**src/rtl/ps2_keyboard_rx.sv**
```systemverilog
// rtl/ps2_keyboard_rx.sv - PS/2 keyboard receiver with glitch filter, frame checker and scan-code FIFO
module ps2_keyboard_rx #(
    parameter int FIFO_DEPTH     = 4,
    parameter int FILTER_LEN     = 4,
    parameter int TIMEOUT_CYCLES = 5000
) (
    input  logic       clk,
    input  logic       reset,
    input  logic       ps2_clk,
    input  logic       ps2_data,
    input  logic       rd_en,
    input  logic       clr_err,
    output logic [7:0] key_reg,
    output logic       key_valid,
    output logic       parity_err,
    output logic       frame_err,
    output logic       overflow
);
    localparam int PW = (FIFO_DEPTH > 1) ? $clog2(FIFO_DEPTH) : 1;
    localparam int CW = $clog2(FIFO_DEPTH) + 1;
    localparam int FW = $clog2(FILTER_LEN + 1);
    localparam int TW = $clog2(TIMEOUT_CYCLES + 1);

    localparam logic [1:0] S_IDLE   = 2'd0;
    localparam logic [1:0] S_DATA   = 2'd1;
    localparam logic [1:0] S_PARITY = 2'd2;
    localparam logic [1:0] S_STOP   = 2'd3;

    logic          r_clk_s1, r_clk_s2, r_dat_s1, r_dat_s2;
    logic [FW-1:0] r_filt_cnt;
    logic          r_clk_filt, r_clk_filt_d;
    logic [1:0]    r_state;
    logic [2:0]    r_bitcnt;
    logic [7:0]    r_shift;
    logic          r_par;
    logic [TW-1:0] r_to_cnt;
    logic [7:0]    r_mem [FIFO_DEPTH];
    logic [PW-1:0] r_wptr, r_rptr;
    logic [CW-1:0] r_count;
    logic          r_parity_err, r_frame_err, r_overflow;

    logic w_fall, w_timeout, w_stop_ev, w_par_ok, w_push;
    logic w_full, w_empty, w_pop, w_wr;
    logic w_perr_set, w_ferr_set, w_ovf_set;

    // Bus idles high, so synchronizers come out of reset at 1.
    always_ff @(posedge clk or posedge reset) begin
        if (reset) begin
            r_clk_s1 <= 1'b1;
            r_clk_s2 <= 1'b1;
            r_dat_s1 <= 1'b1;
            r_dat_s2 <= 1'b1;
        end else begin
            r_clk_s1 <= ps2_clk;
            r_clk_s2 <= r_clk_s1;
            r_dat_s1 <= ps2_data;
            r_dat_s2 <= r_dat_s1;
        end
    end

    always_ff @(posedge clk or posedge reset) begin
        if (reset) begin
            r_filt_cnt   <= '0;
            r_clk_filt   <= 1'b1;
            r_clk_filt_d <= 1'b1;
        end else begin
            r_clk_filt_d <= r_clk_filt;
            if (r_clk_s2 == r_clk_filt) begin
                r_filt_cnt <= '0;
            end else if (r_filt_cnt == FW'(FILTER_LEN - 1)) begin
                r_clk_filt <= r_clk_s2;
                r_filt_cnt <= '0;
            end else begin
                r_filt_cnt <= r_filt_cnt + FW'(1);
            end
        end
    end

    assign w_fall     = r_clk_filt_d & ~r_clk_filt;
    assign w_timeout  = (r_state != S_IDLE) && !w_fall && (r_to_cnt == TW'(TIMEOUT_CYCLES - 1));
    assign w_stop_ev  = w_fall && (r_state == S_STOP);
    assign w_par_ok   = ^{r_shift, r_par};
    assign w_push     = w_stop_ev && w_par_ok && r_dat_s2;
    assign w_perr_set = w_stop_ev && !w_par_ok;
    assign w_ferr_set = (w_stop_ev && w_par_ok && !r_dat_s2) || w_timeout;

    always_ff @(posedge clk or posedge reset) begin
        if (reset) begin
            r_state  <= S_IDLE;
            r_bitcnt <= '0;
            r_shift  <= '0;
            r_par    <= 1'b0;
            r_to_cnt <= '0;
        end else begin
            if (r_state == S_IDLE || w_fall || w_timeout)
                r_to_cnt <= '0;
            else
                r_to_cnt <= r_to_cnt + TW'(1);

            if (w_timeout) begin
                r_state <= S_IDLE;
            end else if (w_fall) begin
                case (r_state)
                    S_IDLE: begin
                        if (!r_dat_s2) begin
                            r_state  <= S_DATA;
                            r_bitcnt <= '0;
                        end
                    end
                    S_DATA: begin
                        r_shift  <= {r_dat_s2, r_shift[7:1]};
                        r_bitcnt <= r_bitcnt + 3'd1;
                        if (r_bitcnt == 3'd7)
                            r_state <= S_PARITY;
                    end
                    S_PARITY: begin
                        r_par   <= r_dat_s2;
                        r_state <= S_STOP;
                    end
                    default: r_state <= S_IDLE;
                endcase
            end
        end
    end

    assign w_empty   = (r_count == '0);
    assign w_full    = (r_count == CW'(FIFO_DEPTH));
    assign w_pop     = rd_en && !w_empty;
    // A pop in the same cycle frees the slot, so a full FIFO still accepts the push.
    assign w_wr      = w_push && (!w_full || w_pop);
    assign w_ovf_set = w_push && w_full && !w_pop;

    always_ff @(posedge clk) begin
        if (w_wr)
            r_mem[r_wptr] <= r_shift;
    end

    always_ff @(posedge clk or posedge reset) begin
        if (reset) begin
            r_wptr  <= '0;
            r_rptr  <= '0;
            r_count <= '0;
        end else begin
            if (w_wr)
                r_wptr <= r_wptr + PW'(1);
            if (w_pop)
                r_rptr <= r_rptr + PW'(1);
            case ({w_wr, w_pop})
                2'b10:   r_count <= r_count + CW'(1);
                2'b01:   r_count <= r_count - CW'(1);
                default: r_count <= r_count;
            endcase
        end
    end

    always_ff @(posedge clk or posedge reset) begin
        if (reset) begin
            r_parity_err <= 1'b0;
            r_frame_err  <= 1'b0;
            r_overflow   <= 1'b0;
        end else begin
            if (w_perr_set)   r_parity_err <= 1'b1;
            else if (clr_err) r_parity_err <= 1'b0;
            if (w_ferr_set)   r_frame_err  <= 1'b1;
            else if (clr_err) r_frame_err  <= 1'b0;
            if (w_ovf_set)    r_overflow   <= 1'b1;
            else if (clr_err) r_overflow   <= 1'b0;
        end
    end

    assign key_valid  = !w_empty;
    assign key_reg    = w_empty ? 8'h00 : r_mem[r_rptr];
    assign parity_err = r_parity_err;
    assign frame_err  = r_frame_err;
    assign overflow   = r_overflow;
endmodule

```
**config.mk**
```make
export PLATFORM = sky130hd
export DESIGN_NAME = ps2_keyboard_rx
export DESIGN_NICKNAME = d
export VERILOG_FILES = /design/src/rtl/ps2_keyboard_rx.sv
export SDC_FILE = /design/constraint.sdc
export NUM_CORES = 1
export LEC_CHECK = 0
export CORE_MARGIN = 2
export CORE_UTILIZATION = 50
export DETAILED_ROUTE_END_ITERATION = 7
export PLACE_DENSITY = 0.65
export SYNTH_ARGS = -nofsm -noshare
export SYNTH_HDL_FRONTEND = slang
export SYNTH_SLANG_ARGS = --single-unit
```
**constraint.sdc**
```tcl
create_clock -name clk -period 3.1 [get_ports clk]
set_input_delay 0.62 -clock clk [delete_from_list [all_inputs] [get_ports clk]]
set_output_delay 0.62 -clock clk [all_outputs]
set_load 0.05 [all_outputs]
```
==> results of run 1 <==
## layout make-up
type | instances | area, sq um | share of cell area
flip-flops and latches | 78 | 2121 | 0.5438
multi-input cells | 147 | 1257 | 0.3224
repair buffers | 19 | 185.2 | 0.04748
clock buffers | 10 | 137.6 | 0.03529
well taps | 80 | 100.1 | 0.02567
clock inverters | 6 | 61.31 | 0.01572
inverters | 10 | 37.54 | 0.009625
## cells by family (layout without fill, tap and decap cells)
family / after synthesis / count (layout) / share of synthesized area
AO/OA/AOI/OAI: 18 / 18 / 0.03915
XOR/XNOR: 23 / 23 / 0.06633
adder cells (fa/ha/maj): 13 / 13 / 0.04929
buffers and inverters: 18 / 45 / 0.02175
flip-flops: 78 / 78 / 0.6140
multiplexers: 22 / 22 / 0.09967
AND/OR/NAND/NOR: 71 / 71 / 0.1098
## metal layers
metal  share of wire  vias to the layer above
li1                -                      904
met1            0.47                      915
met2            0.48                       29
met3           0.034                        9
met4           0.019                        0
met5               0                        -
## critical path, delay by kind of cell, from the launching register on
| family | cells | cell delay [ns] |
|---|---|---|
| flops | 1 | 0.56 |
| mux | 1 | 0.54 |
| simple gates | 1 | 0.16 |
| buf+inv | 1 | 0.69 |
## metrics by stage
stage | std cells | util | cell area (sq um)
after CTS | 350 | 0.5804 | 3900
after detailed placement | 334 | 0.5507 | 3700
after global placement | 334 | 0.5507 | 3700
after floorplan | 243 | - | 3452
final | 350 | 0.5804 | 3900
after global routing | 350 | 0.5804 | 3900
## registers in the layout (all words and copies together) (netlist names)
| signal | flops |
|---|---|
| r_mem | 32 |
| r_to_cnt | 13 |
| r_shift | 8 |
| r_bitcnt | 3 |
| r_count | 3 |
| r_filt_cnt | 3 |
| r_rptr | 2 |
| r_state | 2 |
| r_wptr | 2 |
| frame_err | 1 |
| overflow | 1 |
| parity_err | 1 |
| r_clk_filt | 1 |
| r_clk_filt_d | 1 |
| r_clk_s1 | 1 |
| r_clk_s2 | 1 |
| r_dat_s1 | 1 |
| r_dat_s2 | 1 |
| r_par | 1 |
## worst max path at each step
stage,from,endpoint,slack [ns],depth (start not counted)
after floorplan,r_count[2],r_count[2],0.57,10
after global placement,r_rptr[0],key_reg[3],0.42,3
after detailed placement,r_rptr[0],key_reg[3],0.35,3
after CTS,r_rptr[0],key_reg[3],0.14,3
after global routing,r_rptr[0],key_reg[4],0.08,3
final,r_rptr[0],key_reg[5],0.19,3
## layout by cell type, fill, tap and decap left out, drive strengths merged, types with 3 or more instances in the layout
master,instances
and2,13
xnor2,12
nand2,15
ha,12
clkbuf,10
dfrtp,40
nor2b,4
clkinvlp,3
edfxtp,32
xor2,9
mux4,8
dfstp,6
mux2,13
inv,10
a22o,4
nor3,3
clkdlybuf4s50,17
and3,3
o21ai,4
nor2,16
nand3,5
## report_power, final
| group | leakage [nW] | internal, mW | total [mW] | switching (mW) |
|---|---|---|---|---|
| clock network | 0.0920 | 0.389 | 0.734 | 0.345 |
| registers | 0.920 | 1.27 | 1.47 | 0.200 |
| logic | 0.599 | 0.529 | 1.09 | 0.564 |
## repair_timing
action / CTS / global route
resized for setup: 1 / 0
hold buffers: 0 / 0
endpoints found under the setup margin: 8 / 0
==> flow_metrics.tcl, run 1 <==
set metrics [dict create \
    status "finished, final reports clean" \
    setup_ws_ns 0.1867 \
    synth-edff-count 32 \
    portBuffers 17 \
    finalCritPeriodShare 0.9398 \
    hold_violations 0 \
    layout-drive-gt1-share 0.1778 \
    drt_iter0_drc 111 \
    antenna_left 0 \
    grt_most_used_layer "met2" \
    syn_area_sq_mm 0.003452 \
    layout.nets 284 \
    synth_nets 262 \
    path_class "flop to output port" \
    ys.flop_type "dfrtp_1" \
    max_stage_delay_ns 0.69 \
    hold_start "r_clk_s1" \
    avgSynthCellArea_sq_um 14.21 \
    cp.required_ns 2.48 \
    yosysTopAreaCell "dfrtp_1" \
    grt_max_degree 47 \
    synth_area_leaders "dfrtp_1, edfxtp_1, mux4_2" \
    via_count 1857 \
    crit_chain "mux4_2 > and2_1 > clkdlybuf4s50_1" \
    syn2layout_area_growth_pct 12.98 \
    gp_congestion 0.7871 \
    startpoint_type "flop" \
    synth.ff_latch_count 78 \
    fmax_ghz 0.3433 \
    cts_buffers 9 \
    worst_slew_pin_slew_ns 0.5734 \
    whs_ns 0.3566 \
    firstDrtPassIters 6 \
    min_to "r_clk_s2" \
    yosysWarnings 0 \
    cts_tree "built" \
    fin_setup_tns_ns 0 \
    r2r_end "r_count[2]" \
    ys_seq_area_frac 0.6140 \
    grt_remaining_overflow 0 \
    global_route.usage.met3 0.06066 \
    first_global_vias 1816 \
    synthArstFlopShare 0.5897 \
    rows 30 \
    crit_fanout 10 \
    start_util 0.5138 \
    hp-class "flop to flop" \
    place_hpwl_mm 3.470 \
    die_w_um 87.09 \
    drc 0 \
    p_leak_nw 1.611 \
    totalPowerFinal_mw 3.296 \
    yosysUniqueCellTypes 42 \
    grt_use_met2 0.2394 \
    path_clk_slew_ns 0.08 \
    slew_headroom 0.6177 \
    synth_common_cells "dfrtp_1, edfxtp_1, nor2_1" \
    fillers 543 \
    rrSetupSlack_ns 0.50 \
    cp-end-kind "output port" \
    cts_buffer_depth 2 \
    die_y_um 87.09 \
    htree_levels 3 \
    dieArea_sq_mm 0.007585 \
    period_needed_ns 2.913 \
    report.final.slew_viol_count 0 \
    finClkSkew_ns 0.009247 \
    num_io_pins 18 \
    setup_violations 0 \
    maxCapViolCount 0 \
    cts_setup_buffers 0 \
    yosysTopAreaCellShare 0.2900 \
    grt_use_total 0.1512 \
    whs_path_depth 0 \
    core_area_sq_mm 0.006719 \
    pre_cts_ws_ns 0.3477 \
    cts.sinks 78 \
    synth.most_common_cell "dfrtp_1" \
    viasPerCell 5.306 \
    grt_antenna_before_repair 0 \
    synth_cells 243 \
    p_per_area_mw_per_mm2 845.1 \
    cp.arrival_ns 2.29 \
    wire_per_inst_um 14.14 \
    grt_util_met1 0.1894 \
    grt_pass1_wl_mm 8.652 \
    drt_wl_total_mm 4.948 \
    reg2reg_depth 9 \
    root_buffer "clkbuf_8" \
    n_antenna_cell 0 \
    rsz0062_at_grt "no" \
    cpMaxStageDelayCell "clkdlybuf4s50_1" \
    irDropWorstVdd_uv 387.9 \
    clkLatencyLatePin_ns 0.34 \
    regToRegStartpoint "r_shift[2]" \
]
(Power assumes the default switching activity.)
==> run 2: changes to the inputs <==
CORE_MARGIN = 1.5   (was 2)
CORE_UTILIZATION = 59   (was 50)
CTS_CLUSTER_SIZE = 10   (was not set)
PLACE_DENSITY = 0.76   (was 0.65)
==> flow_metrics.tcl, run 2 (synthesis gave the netlist of run 1 again) <==
set metrics [dict create \
    largest-register "r_mem" \
    die_y_um 79.49 \
    startpoint_type "flop" \
    rrSetupSlack_ns 0.54 \
    grt_antenna_before_repair 0 \
    root_buffer "clkbuf_8" \
    start_util 0.6193 \
    core_area_sq_mm 0.005574 \
    viasPerCell 5.395 \
    layout-drive-gt1-share 0.1704 \
    finClkSkew_ns 0.007574 \
    dieArea_sq_mm 0.006319 \
    reg2reg_depth 9 \
    cts_buffers 9 \
    p_leak_nw 1.631 \
    final_util 0.7021 \
    place_inst 326 \
    drt_iter0_drc 201 \
    fin_setup_tns_ns 0 \
    irDropWorstVdd_uv 500.4 \
    hp-class "flop to flop" \
    grt_max_degree 32 \
    setup_violations 0 \
    seq_area_sq_mm 0.002121 \
    cp-end-kind "output port" \
    postPlaceCellArea_sq_mm 0.003690 \
    p_per_area_mw_per_mm2 867.8 \
    place_hpwl_mm 3.356 \
    layout.nets 284 \
    n_antenna_cell 0 \
    pre_cts_ws_ns 0.3420 \
    path_clk_slew_ns 0.07 \
    grt_use_total 0.1865 \
    cts.sinks 78 \
    path_class "flop to output port" \
    die_w_um 79.49 \
    setup_ws_ns 0.1897 \
    rows 27 \
    firstDrtPassIters 4 \
    ctsHoldBuffers 0 \
    reg.largest.list "r_mem: 32 flops, r_to_cnt: 13 flops, r_shift: 8 flops" \
    antenna_left 0 \
    num_io_pins 18 \
    slew_headroom 0.6605 \
    grt_pass1_wl_mm 8.735 \
    syn2layout_area_growth_pct 13.37 \
    hold_violations 0 \
    htree_levels 3 \
    worst_slew_pin_slew_ns 0.5077 \
    cts_buffer_depth 2 \
    first_global_vias 1871 \
    cts_setup_buffers 0 \
    wire_per_inst_um 14.20 \
    largest_register_ffs 32 \
    whs_path_depth 0 \
    rsz0062_at_grt "no" \
    drt_wl_total_mm 4.858 \
    report.final.slew_viol_count 0 \
    final_cell_mix "dfrtp_1, edfxtp_1, clkdlybuf4s50_1" \
    crit_fanout 10 \
    cts_tree "built" \
    period_needed_ns 2.910 \
    via_count 1845 \
    gp_congestion 0.8555 \
    status "finished, final reports clean" \
    final_cell_area_sq_mm 0.003914 \
    portBuffers 17 \
    maxCapViolCount 0 \
    final_common_cell "dfrtp_1" \
    finalCritPeriodShare 0.9388 \
    fillers 379 \
    grt_remaining_overflow 0 \
    clkLatencyLatePin_ns 0.34 \
    fmax_ghz 0.3436 \
    fin_cells 342 \
    multiInputGateArea_sq_mm 0.001257 \
    cp.arrival_ns 2.29 \
    drc 0 \
    cp.required_ns 2.48 \
]
## run 2: metal layers
layer,part of all wire,vias up,global-route usage
met3,0.024,6,0.05486
met4,0.016,0,0.08421
met5,0,-,0
met1,0.46,907,0.2444
met2,0.49,22,0.2890
li1,-,910,-
## run 2: final cells by class
type	instances	area share
flip-flops and latches	78	0.5419
well taps	72	0.02302
multi-input cells	147	0.3213
repair buffers	19	0.04731
clock inverters	5	0.01822
inverters	10	0.009591
clock buffers	11	0.03868
## run 2: worst paths after layout
kind,start,to
max in group asynchronous,reset,r_dat_s2
worst max-delay path,r_rptr[0],key_reg[3]
min in group asynchronous,reset,r_to_cnt[6]
worst min-delay path,r_clk_s1,r_clk_s2
worst min register to register,r_clk_s1,r_clk_s2
worst max register to register,r_shift[2],r_count[2]
## run 2: repair_timing
action / in CTS / in global routing
resized for setup: 1 / 0
endpoints found under the setup margin: 8 / 0
endpoints found under the hold margin: 0 / 0
## run 2: report_power, final
part	switching (mW)	total, mW	internal (mW)	leakage [nW]
clock	0.341	0.830	0.490	0.112
combinational	0.567	1.10	0.531	0.599
sequential	0.200	1.47	1.27	0.920
## run 2: critical path, cell delays in order, from the launching register on
cell and delay (ns):
dfrtp_2 0.56, mux4_2 0.54, and2_1 0.16, clkdlybuf4s50_1 0.69
## run 2: per-stage QoR
step	power, mW	hold slack, ns
after floorplan	2.328	0.3452
after global placement	2.564	0.3457
after detailed placement	2.596	0.3487
after CTS	3.438	0.3590
after global routing	3.605	0.3608
final	3.396	0.3585
==> run 3: changes to the inputs <==
SKIP_CTS_REPAIR_TIMING = 1   (was not set)
==> results of run 3 <==
No change in the layout: final DEF, timing and power equal those of run 2.
